--- src/rtl/custom_axi_ip_arbiter.sv ---
// rtl/custom_axi_ip_arbiter.sv - round-robin arbiter sharing one custom_axi_ip engine between requesters
//
// custom_axi_ip_pkg: engine status encoding seen on eng_status_i.
// custom_axi_ip_arbiter ports:
//   clk_i, rst_i               clock, synchronous active-high reset
//   req_i, req_data_i          per-requester request and operand (held until gnt_o)
//   gnt_o                      one-hot single-cycle acceptance pulse
//   rsp_valid_o, rsp_id_o,
//   rsp_data_o, rsp_err_o      single-cycle tagged response (data 0 on error)
//   busy_o                     high whenever a transaction is in flight
//   eng_data_o, eng_enable_o   operand and start strobe towards the engine
//   eng_result_i, eng_status_i engine result and status

package custom_axi_ip_pkg;
  typedef enum logic [1:0] {
    IDLE  = 2'd0,
    BUSY  = 2'd1,
    DONE  = 2'd2,
    ERROR = 2'd3
  } status_e;
endpackage

module custom_axi_ip_arbiter
  import custom_axi_ip_pkg::*;
#(
  parameter int NUM_REQ        = 4,
  parameter int DATA_WIDTH     = 32,
  parameter int TIMEOUT_CYCLES = 16,
  parameter int ID_W           = (NUM_REQ > 1) ? $clog2(NUM_REQ) : 1
) (
  input  logic                          clk_i,
  input  logic                          rst_i,
  input  logic [NUM_REQ-1:0]            req_i,
  input  logic [NUM_REQ*DATA_WIDTH-1:0] req_data_i,
  output logic [NUM_REQ-1:0]            gnt_o,
  output logic                          rsp_valid_o,
  output logic [ID_W-1:0]               rsp_id_o,
  output logic [DATA_WIDTH-1:0]         rsp_data_o,
  output logic                          rsp_err_o,
  output logic                          busy_o,
  output logic [DATA_WIDTH-1:0]         eng_data_o,
  output logic                          eng_enable_o,
  input  logic [DATA_WIDTH-1:0]         eng_result_i,
  input  status_e                       eng_status_i
);

  localparam int CNT_W = $clog2(TIMEOUT_CYCLES + 1);
  localparam logic [CNT_W-1:0] CNT_MAX = CNT_W'(TIMEOUT_CYCLES);

  typedef enum logic [2:0] {
    A_IDLE    = 3'd0,
    A_ISSUE   = 3'd1,
    A_WAIT    = 3'd2,
    A_CAPTURE = 3'd3,
    A_RESP    = 3'd4
  } arb_state_e;

  arb_state_e              state_q;
  logic [ID_W-1:0]         ptr_q;
  logic [ID_W-1:0]         id_q;
  logic                    err_q;
  logic [CNT_W-1:0]        cnt_q;
  logic [NUM_REQ-1:0]      gnt_q;
  logic                    rsp_valid_q;
  logic [ID_W-1:0]         rsp_id_q;
  logic [DATA_WIDTH-1:0]   rsp_data_q;
  logic                    rsp_err_q;
  logic                    busy_q;
  logic [DATA_WIDTH-1:0]   eng_data_q;
  logic                    eng_enable_q;

  logic [DATA_WIDTH-1:0]   req_data_a [NUM_REQ];
  logic                    win_found;
  logic [ID_W-1:0]         win_idx;
  int                      cand;
  logic [NUM_REQ-1:0]      gnt_d;
  logic [ID_W-1:0]         ptr_d;
  logic [CNT_W-1:0]        cnt_d;
  logic                    timeout;

  for (genvar g = 0; g < NUM_REQ; g++) begin : g_unpack
    assign req_data_a[g] = req_data_i[g*DATA_WIDTH +: DATA_WIDTH];
  end

  // Round-robin search: first set request at or above the pointer, wrapping.
  always_comb begin
    win_found = 1'b0;
    win_idx   = '0;
    cand      = 0;
    for (int k = 0; k < NUM_REQ; k++) begin
      cand = int'(ptr_q) + k;
      if (cand >= NUM_REQ) cand = cand - NUM_REQ;
      if (!win_found && req_i[cand[ID_W-1:0]]) begin
        win_found = 1'b1;
        win_idx   = cand[ID_W-1:0];
      end
    end
  end

  assign gnt_d   = NUM_REQ'(1) << win_idx;
  assign ptr_d   = (win_idx == ID_W'(NUM_REQ - 1)) ? '0 : win_idx + 1'b1;
  // Saturates at the limit; the FSM leaves A_WAIT once the limit is reached.
  assign cnt_d   = (cnt_q == CNT_MAX) ? cnt_q : cnt_q + 1'b1;
  assign timeout = (cnt_q >= CNT_MAX);

  always_ff @(posedge clk_i) begin
    if (rst_i) begin
      state_q      <= A_IDLE;
      ptr_q        <= '0;
      id_q         <= '0;
      err_q        <= 1'b0;
      cnt_q        <= '0;
      gnt_q        <= '0;
      rsp_valid_q  <= 1'b0;
      rsp_id_q     <= '0;
      rsp_data_q   <= '0;
      rsp_err_q    <= 1'b0;
      busy_q       <= 1'b0;
      eng_data_q   <= '0;
      eng_enable_q <= 1'b0;
    end else begin
      // Strobes default low; response fields only carry data in A_RESP.
      gnt_q       <= '0;
      rsp_valid_q <= 1'b0;
      rsp_id_q    <= '0;
      rsp_data_q  <= '0;
      rsp_err_q   <= 1'b0;
      case (state_q)
        A_IDLE: begin
          if (win_found) begin
            gnt_q      <= gnt_d;
            eng_data_q <= req_data_a[win_idx];
            id_q       <= win_idx;
            ptr_q      <= ptr_d;
            cnt_q      <= '0;
            err_q      <= 1'b0;
            busy_q     <= 1'b1;
            state_q    <= A_ISSUE;
          end
        end
        A_ISSUE: begin
          cnt_q <= cnt_d;
          if (eng_status_i == ERROR || (eng_status_i == IDLE && timeout)) begin
            eng_enable_q <= 1'b0;
            err_q        <= 1'b1;
            rsp_valid_q  <= 1'b1;
            rsp_id_q     <= id_q;
            rsp_err_q    <= 1'b1;
            state_q      <= A_RESP;
          end else if (eng_status_i != IDLE) begin
            eng_enable_q <= 1'b0;
            state_q      <= A_WAIT;
          end else begin
            eng_enable_q <= 1'b1;
          end
        end
        A_WAIT: begin
          cnt_q <= cnt_d;
          // DONE is tested first so it beats a coincident timeout.
          if (eng_status_i == DONE) begin
            state_q <= A_CAPTURE;
          end else if (eng_status_i == ERROR || timeout) begin
            err_q       <= 1'b1;
            rsp_valid_q <= 1'b1;
            rsp_id_q    <= id_q;
            rsp_err_q   <= 1'b1;
            state_q     <= A_RESP;
          end
        end
        A_CAPTURE: begin
          // The engine registers its result while showing DONE, so it is
          // valid only here, one cycle later.
          rsp_valid_q <= 1'b1;
          rsp_id_q    <= id_q;
          rsp_data_q  <= eng_result_i;
          rsp_err_q   <= 1'b0;
          state_q     <= A_RESP;
        end
        A_RESP: begin
          busy_q  <= 1'b0;
          state_q <= A_IDLE;
        end
        default: begin
          busy_q       <= 1'b0;
          eng_enable_q <= 1'b0;
          state_q      <= A_IDLE;
        end
      endcase
    end
  end

  assign gnt_o        = gnt_q;
  assign rsp_valid_o  = rsp_valid_q;
  assign rsp_id_o     = rsp_id_q;
  assign rsp_data_o   = rsp_data_q;
  assign rsp_err_o    = rsp_err_q;
  assign busy_o       = busy_q;
  assign eng_data_o   = eng_data_q;
  assign eng_enable_o = eng_enable_q;

endmodule

--- config.mk ---
export PLATFORM = sky130hd
export DESIGN_NAME = custom_axi_ip_arbiter
export DESIGN_NICKNAME = d
export VERILOG_FILES = /design/src/rtl/custom_axi_ip_arbiter.sv
export SDC_FILE = /design/constraint.sdc
export NUM_CORES = 1
export LEC_CHECK = 0
export CORE_AREA = 2 2 109 111
export CTS_BUF_LIST = sky130_fd_sc_hd__clkbuf_8 sky130_fd_sc_hd__clkbuf_16
export DETAILED_ROUTE_END_ITERATION = 6
export DIE_AREA = 0 0 111 113
export DONT_BUFFER_PORTS = 1
export SYNTH_ARGS = -nofsm -noshare
export SYNTH_HDL_FRONTEND = slang
export SYNTH_SLANG_ARGS = --single-unit
--- constraint.sdc ---
create_clock -name clk_i -period 2.6 [get_ports clk_i]
set_clock_uncertainty 0.15 [all_clocks]
set_input_delay 0.52 -clock clk_i [delete_from_list [all_inputs] [get_ports clk_i]]
set_output_delay 0.52 -clock clk_i [all_outputs]
set_load 0.005 [all_outputs]
**Yosys cells after proc, flatten, opt, wreduce, memory -nomap -nowiden**

Cells that the tools add are included.

- Muxes and demuxes: 47
- Reduce and logical (&&, ||, !) cells: 22
- Order comparisons: 10
- Equality and inequality tests: 12
- Shift operators: 1
- Bitwise operators: 5
- $add $sub $neg: 9

Operators with widths:

| cell | number |
|---|---|
| 32-bit binary-select mux with 2-bit select | 1 |
| 32-bit two-way mux | 2 |
| 2-bit two-way mux | 12 |
| 3-bit two-way mux | 5 |
| 1-bit two-way mux | 14 |
| 3-bit greater-or-equal comparator, second input constant | 4 |
| 2-bit by 3-bit < comparator with 1-bit output, second input constant | 4 |
| 3-bit one-hot mux with 4 select lines | 1 |
| 5-bit two-way mux | 2 |
| 5-bit one-hot mux with 2 select lines | 1 |
| 1-bit binary-select mux with 2-bit select | 4 |
| 2-bit by 1-bit subtractor with 2-bit output, second input constant | 4 |
| 2-bit by 2-bit adder with 3-bit output, second input constant | 2 |
| 2-bit == test, second input constant | 3 |
| 3-bit by 2-bit == test with 1-bit output, second input constant | 2 |
| 3-bit inequality test, second input constant | 2 |
| 1-bit one-hot mux with 2 select lines | 3 |
| 2-bit one-hot mux with 3 select lines | 1 |
| 3-bit AND reduction | 2 |
| 3-bit OR reduction | 2 |
| 5-bit by 1-bit adder with 5-bit output, second input constant | 1 |
| 5-bit == test, second input constant | 1 |
| 5-bit greater-or-equal comparator, second input constant | 1 |
| 1-bit logical AND | 4 |
| 18 further kinds | 28 |

- Bits in registers: 86
- Output and inout bits: 74
- Input bits: 168

**Depth between registers and ports, before layout**

- Word-level depth: 18
- Gate-level depth with buffers: 8
- Mapped depth without buffers: 7

**Worst setup path after synthesis**

No wires, ideal clock.

- Kind: input -> register
- Start point: in req_i[1]
- End point: reg ptr_q[1]
- Buffers on the path: 2
- Stages on the path: 8
- Slack: 268 ps
- Arrival time: 2050 ps
- Data required time: 2318 ps
- Library setup time: 132 ps
- Cell sequence: clkbuf_1 -> nand2b_1 -> o211a_2 -> nor2_2 -> buf_2 -> ha_1 -> nand2_1 -> a21oi_1

- Word-level cells in the longest chain between the ends: 14

RTL lines:

| what | line | source |
|---|---|---|
| from (decl) | 33 | `input logic [NUM_REQ-1:0] req_i,` |
| 1-bit binary-select mux with 2-bit select | 93 | `if (!win_found && req_i[cand[ID_W-1:0]]) begin` |
| 1-bit two-way mux (not written as such) | 93 |  |
| 1-bit two-way mux | 93 |  |
| 1-bit zero test | 93 |  |
| 1-bit logical AND | 93 |  |
| 1-bit two-way mux | 93 |  |
| 1-bit zero test | 93 |  |
| 1-bit logical AND | 93 |  |
| 1-bit two-way mux | 93 |  |
| 1-bit zero test | 93 |  |
| 1-bit logical AND | 93 |  |
| 2-bit two-way mux * | 93 |  |
| net win_idx[1] | 74 | `logic [ID_W-1:0] win_idx;` |
| 2-bit by 1-bit adder with 2-bit output or 2-bit == test (tied branches) | 101 | `assign ptr_d = (win_idx == ID_W'(NUM_REQ - 1)) ? '0 : win_idx + 1'b1;` |
| 2-bit two-way mux * | 101 |  |
| net ptr_d[1] | 77 | `logic [ID_W-1:0] ptr_d;` |
| to (signal assigned) | 134 | `ptr_q <= ptr_d;` |
| to (decl) | 59 | `logic [ID_W-1:0] ptr_q;` |

Mark *: on every way through the listed nets, which the timed path passes. The rest lies on a longest branch. The select of a mux whose other input is x is not followed.
A chain may end at the register's enable or synchronous reset.

**Final worst setup path**

- Start point: reg state_q[0]
- End point: reg eng_data_q[26] (netlist: eng_data_o[26])

- Word-level cells in the longest chain between the ends: 2

RTL lines:

| what | line | source |
|---|---|---|
| from (decl) | 58 | `arb_state_e state_q;` |
| from (signal assigned) | 108 | `state_q <= A_IDLE;` |
| from (signal assigned) | 138 | `state_q <= A_ISSUE;` |
| from (signal assigned) | 149 | `state_q <= A_RESP;` |
| 3-bit zero test | 128 | `case (state_q)` |
| 2-bit AND reduction (no line) | n/a |  |
| to (signal assigned) | 132 | `eng_data_q <= req_data_a[win_idx];` |
| to (decl) | 69 | `logic [DATA_WIDTH-1:0] eng_data_q;` |

No other way between the ends.

==> impl_metrics.toml <==
[sta]
timing.final.ws_setup_ns = 0.3902
drv_slew = 0
post-route-period-util_pct = 84.99
max_freq_ghz = 0.4525
min_period_ns = 2.210
hold_ws_ns = 0.09170
rsz0062_at_grt = "false"
worst_pin_slew_ns = 0.7791
setup_viol = 0
finalHoldViolations = 0
slew_headroom_pct = 48.06
fin_setup_tns_ns = 0

[floorplanning]
die_x_um = 111
row_count = 39
ios = 242
dieHeight_um = 113
initial_core_util_pct = 34.82
die_area_um2 = 12540
coreArea_um2 = 11270

[worst_setup_path]
critPathMaxStageDelay_ns = 0.45
crit_type = "reg -> reg"
worst_ep_arrival_time_ns = 2.34
cp_max_fo = 16
crit_top_cell = "or3_4"
worst_path_max_delay_cell = "or3_4"
r2r_cells = 5
crit_path_cell_trace = "or3_4 > or3_4 > a21o_2 > a21oi_1 > a221o_1"
start_kind = "flip-flop"
cp-end-kind = "flip-flop"
cp.required_ns = 2.73

[synth]
synth_top_area_share_pct = 43.86
synthCells = 416
synthArstFlopShare_pct = 0
ys_ff_latch = 86
syn-num-nets = 587
avgSynthCellArea_um2 = 9.435
netlist_area_um2 = 3925
synthTopCellsByArea = "dfxtp_1 (44%), and2_1 (5.7%), nand3_1 (5.6%), a32oi_1 (5.6%), a221o_1 (3.6%)"
synth_edf_count = 0
ys_warn_count = 0
synth_ff_type = "dfxtp_1"
synth-seq-area-share_pct = 43.86
synth_top_cell_by_area = "dfxtp_1"
ys_types = 56

[clock_tree]
clkLatencyLatePin_ns = 0.34
cts_root_buf = "clkbuf_16"
cts_hold_repair.buffers = 0
clk_pin_slew_ns = 0.07
cts_resized = 0
post-cts-setup-buffers = 0
cts_htree_levels = 3
cts_buffer_depth = 2
cts_tree = "done"
cts_made_buffers = 9
cts_sinks = 86

[routing]
post_drt_wl_per_cell_um = 20.19
dr.pass1.iters = 4
avgViaCountPerCell = 5.781
ant_nets = 0
drt-total-wl_um = 11330
via_count = 3243
drc = 0
drt_first_iter_violations = 208

[pwr]
peakVddDrop_v = 0.0003124
power.leakage_nw = 1.632
power_mw = 3.834
cellPowerDensity_nw_per_um2 = 877.7

[grt]
grt_pass1_vias = 3192
overflow = 0
grt_pass1_wl_um = 17240
antenna_found_initial = 0
grtUsageTotal_pct = 17.45
grt_start_max_net_pins = 33

[placement]
dp_hpwl_um = 8361
io_buffer_count = 0
gp_congestion = 0.7907
dpl-instance-area_um2 = 4079
pre_cts_slack_ns = 0.4046

[layout]
n_antenna_cell = 0
drive_above_1_share_pct = 12.92
nets = 584
area_growth_pct = 11.28
fin_area_um2 = 4368

[outcome]
outcome = "finished, final reports clean"

[hold_path]
min_path_cells = 1
hp-class = "in -> reg"

[run]
maxCapViolations = 0
[report_power, final]
part	switching (mW)	internal [mW]
Combinational	0.527	0.374
Sequential	0.176	1.51
Clock	0.579	0.671
Total	1.28	2.55
[final timing paths]
check | slack [ns] | startpoint | endpoint
worst max-delay path | 0.39 | state_q[0]$_SDFFE_PP0P_ | eng_data_o[26]$_SDFFE_PP0P_
worst min-delay path | 0.09 | rst_i | busy_o$_SDFFE_PP0P_
worst max register to register | 0.39 | state_q[0]$_SDFFE_PP0P_ | eng_data_o[26]$_SDFFE_PP0P_
worst min register to register | 0.30 | id_q[0]$_SDFFE_PP0P_ | id_q[0]$_SDFFE_PP0P_
[cells by family (layout without fill, tap and decap cells)]
logic type	count (synthesis)	after routing	share of synthesized area [%]
and+or+nand+nor	146	146	21.10
AOI/OAI and AO/OA	119	119	22.76
DFF	86	86	43.86
buffers and inverters	36	38	4.272
muxes	22	22	6.153
xor gates and xnor gates	4	4	0.8927
adders and majority gates	3	3	0.9564
[flip-flops by register name, indices dropped and copies added (netlist names)]
name and flops:
state_q 3, rsp_data_o 32, ptr_q 2, eng_enable_o 1, rsp_id_o 2, busy_o 1, gnt_o 4, eng_data_o 32
rsp_err_o 1, id_q 2, rsp_valid_o 1, cnt_q 5
[metal layers]
layer  vias up  global-route usage (%)  share of wire, %
met2       165                   29.41                49
met4         0                   6.000               1.8
li1       1543                       -                 -
met5         -                  0.3922                 0
met1      1522                   20.91                41
met3        13                   5.945               8.6
[stage by stage]
step                cells  utilization, %
detailed placement    545           36.19
global route          561           38.75
floorplan             416               -
finish                561           38.75
global placement      545           36.19
CTS                   561           38.75
[critical path, delay by kind of cell, from the launching register on]
family	cells	cell delay, ns
compound gates	3	0.68
simple gates	2	0.90
flops	1	0.42
[cell usage after synthesis (3+ instances only)]
master,count
xor2_1,3
dfxtp_1,86
a32oi_1,25
mux2i_1,7
a21boi_0,5
a221o_1,14
ha_1,3
and3_1,7
nand3_1,44
a21oi_1,27
inv_1,6
and2_1,36
o21ai_0,17
mux2_1,7
buf_2,8
o311ai_1,6
buf_6,3
mux2_2,7
o21ai_1,6
clkbuf_1,19
nor2_1,17
nand2b_1,7
nand2_1,14
[cell type report]
type / count / area, µm²
flip-flops and latches: 86 / 1722
multi-input cells: 294 / 2036
clock inverters: 7 / 63.81
well taps: 143 / 178.9
repair buffers: 16 / 120.1
fillers: 1119 / 6904
inverters: 6 / 22.52
clock buffers: 9 / 225.2
[layout by cell type (no fill, tap or decap), types with 9 or more instances in the layout]
| master | instances |
|---|---|
| dfxtp_1 | 86 |
| nand3_1 | 44 |
| and2_1 | 36 |
| a21oi_1 | 27 |
| a32oi_1 | 25 |
| nor2_1 | 17 |
| o21ai_0 | 17 |
| buf_4 | 16 |
| a221o_1 | 14 |
| nand2_1 | 14 |
| clkbuf_16 | 9 |
(Power assumes the default switching activity.)
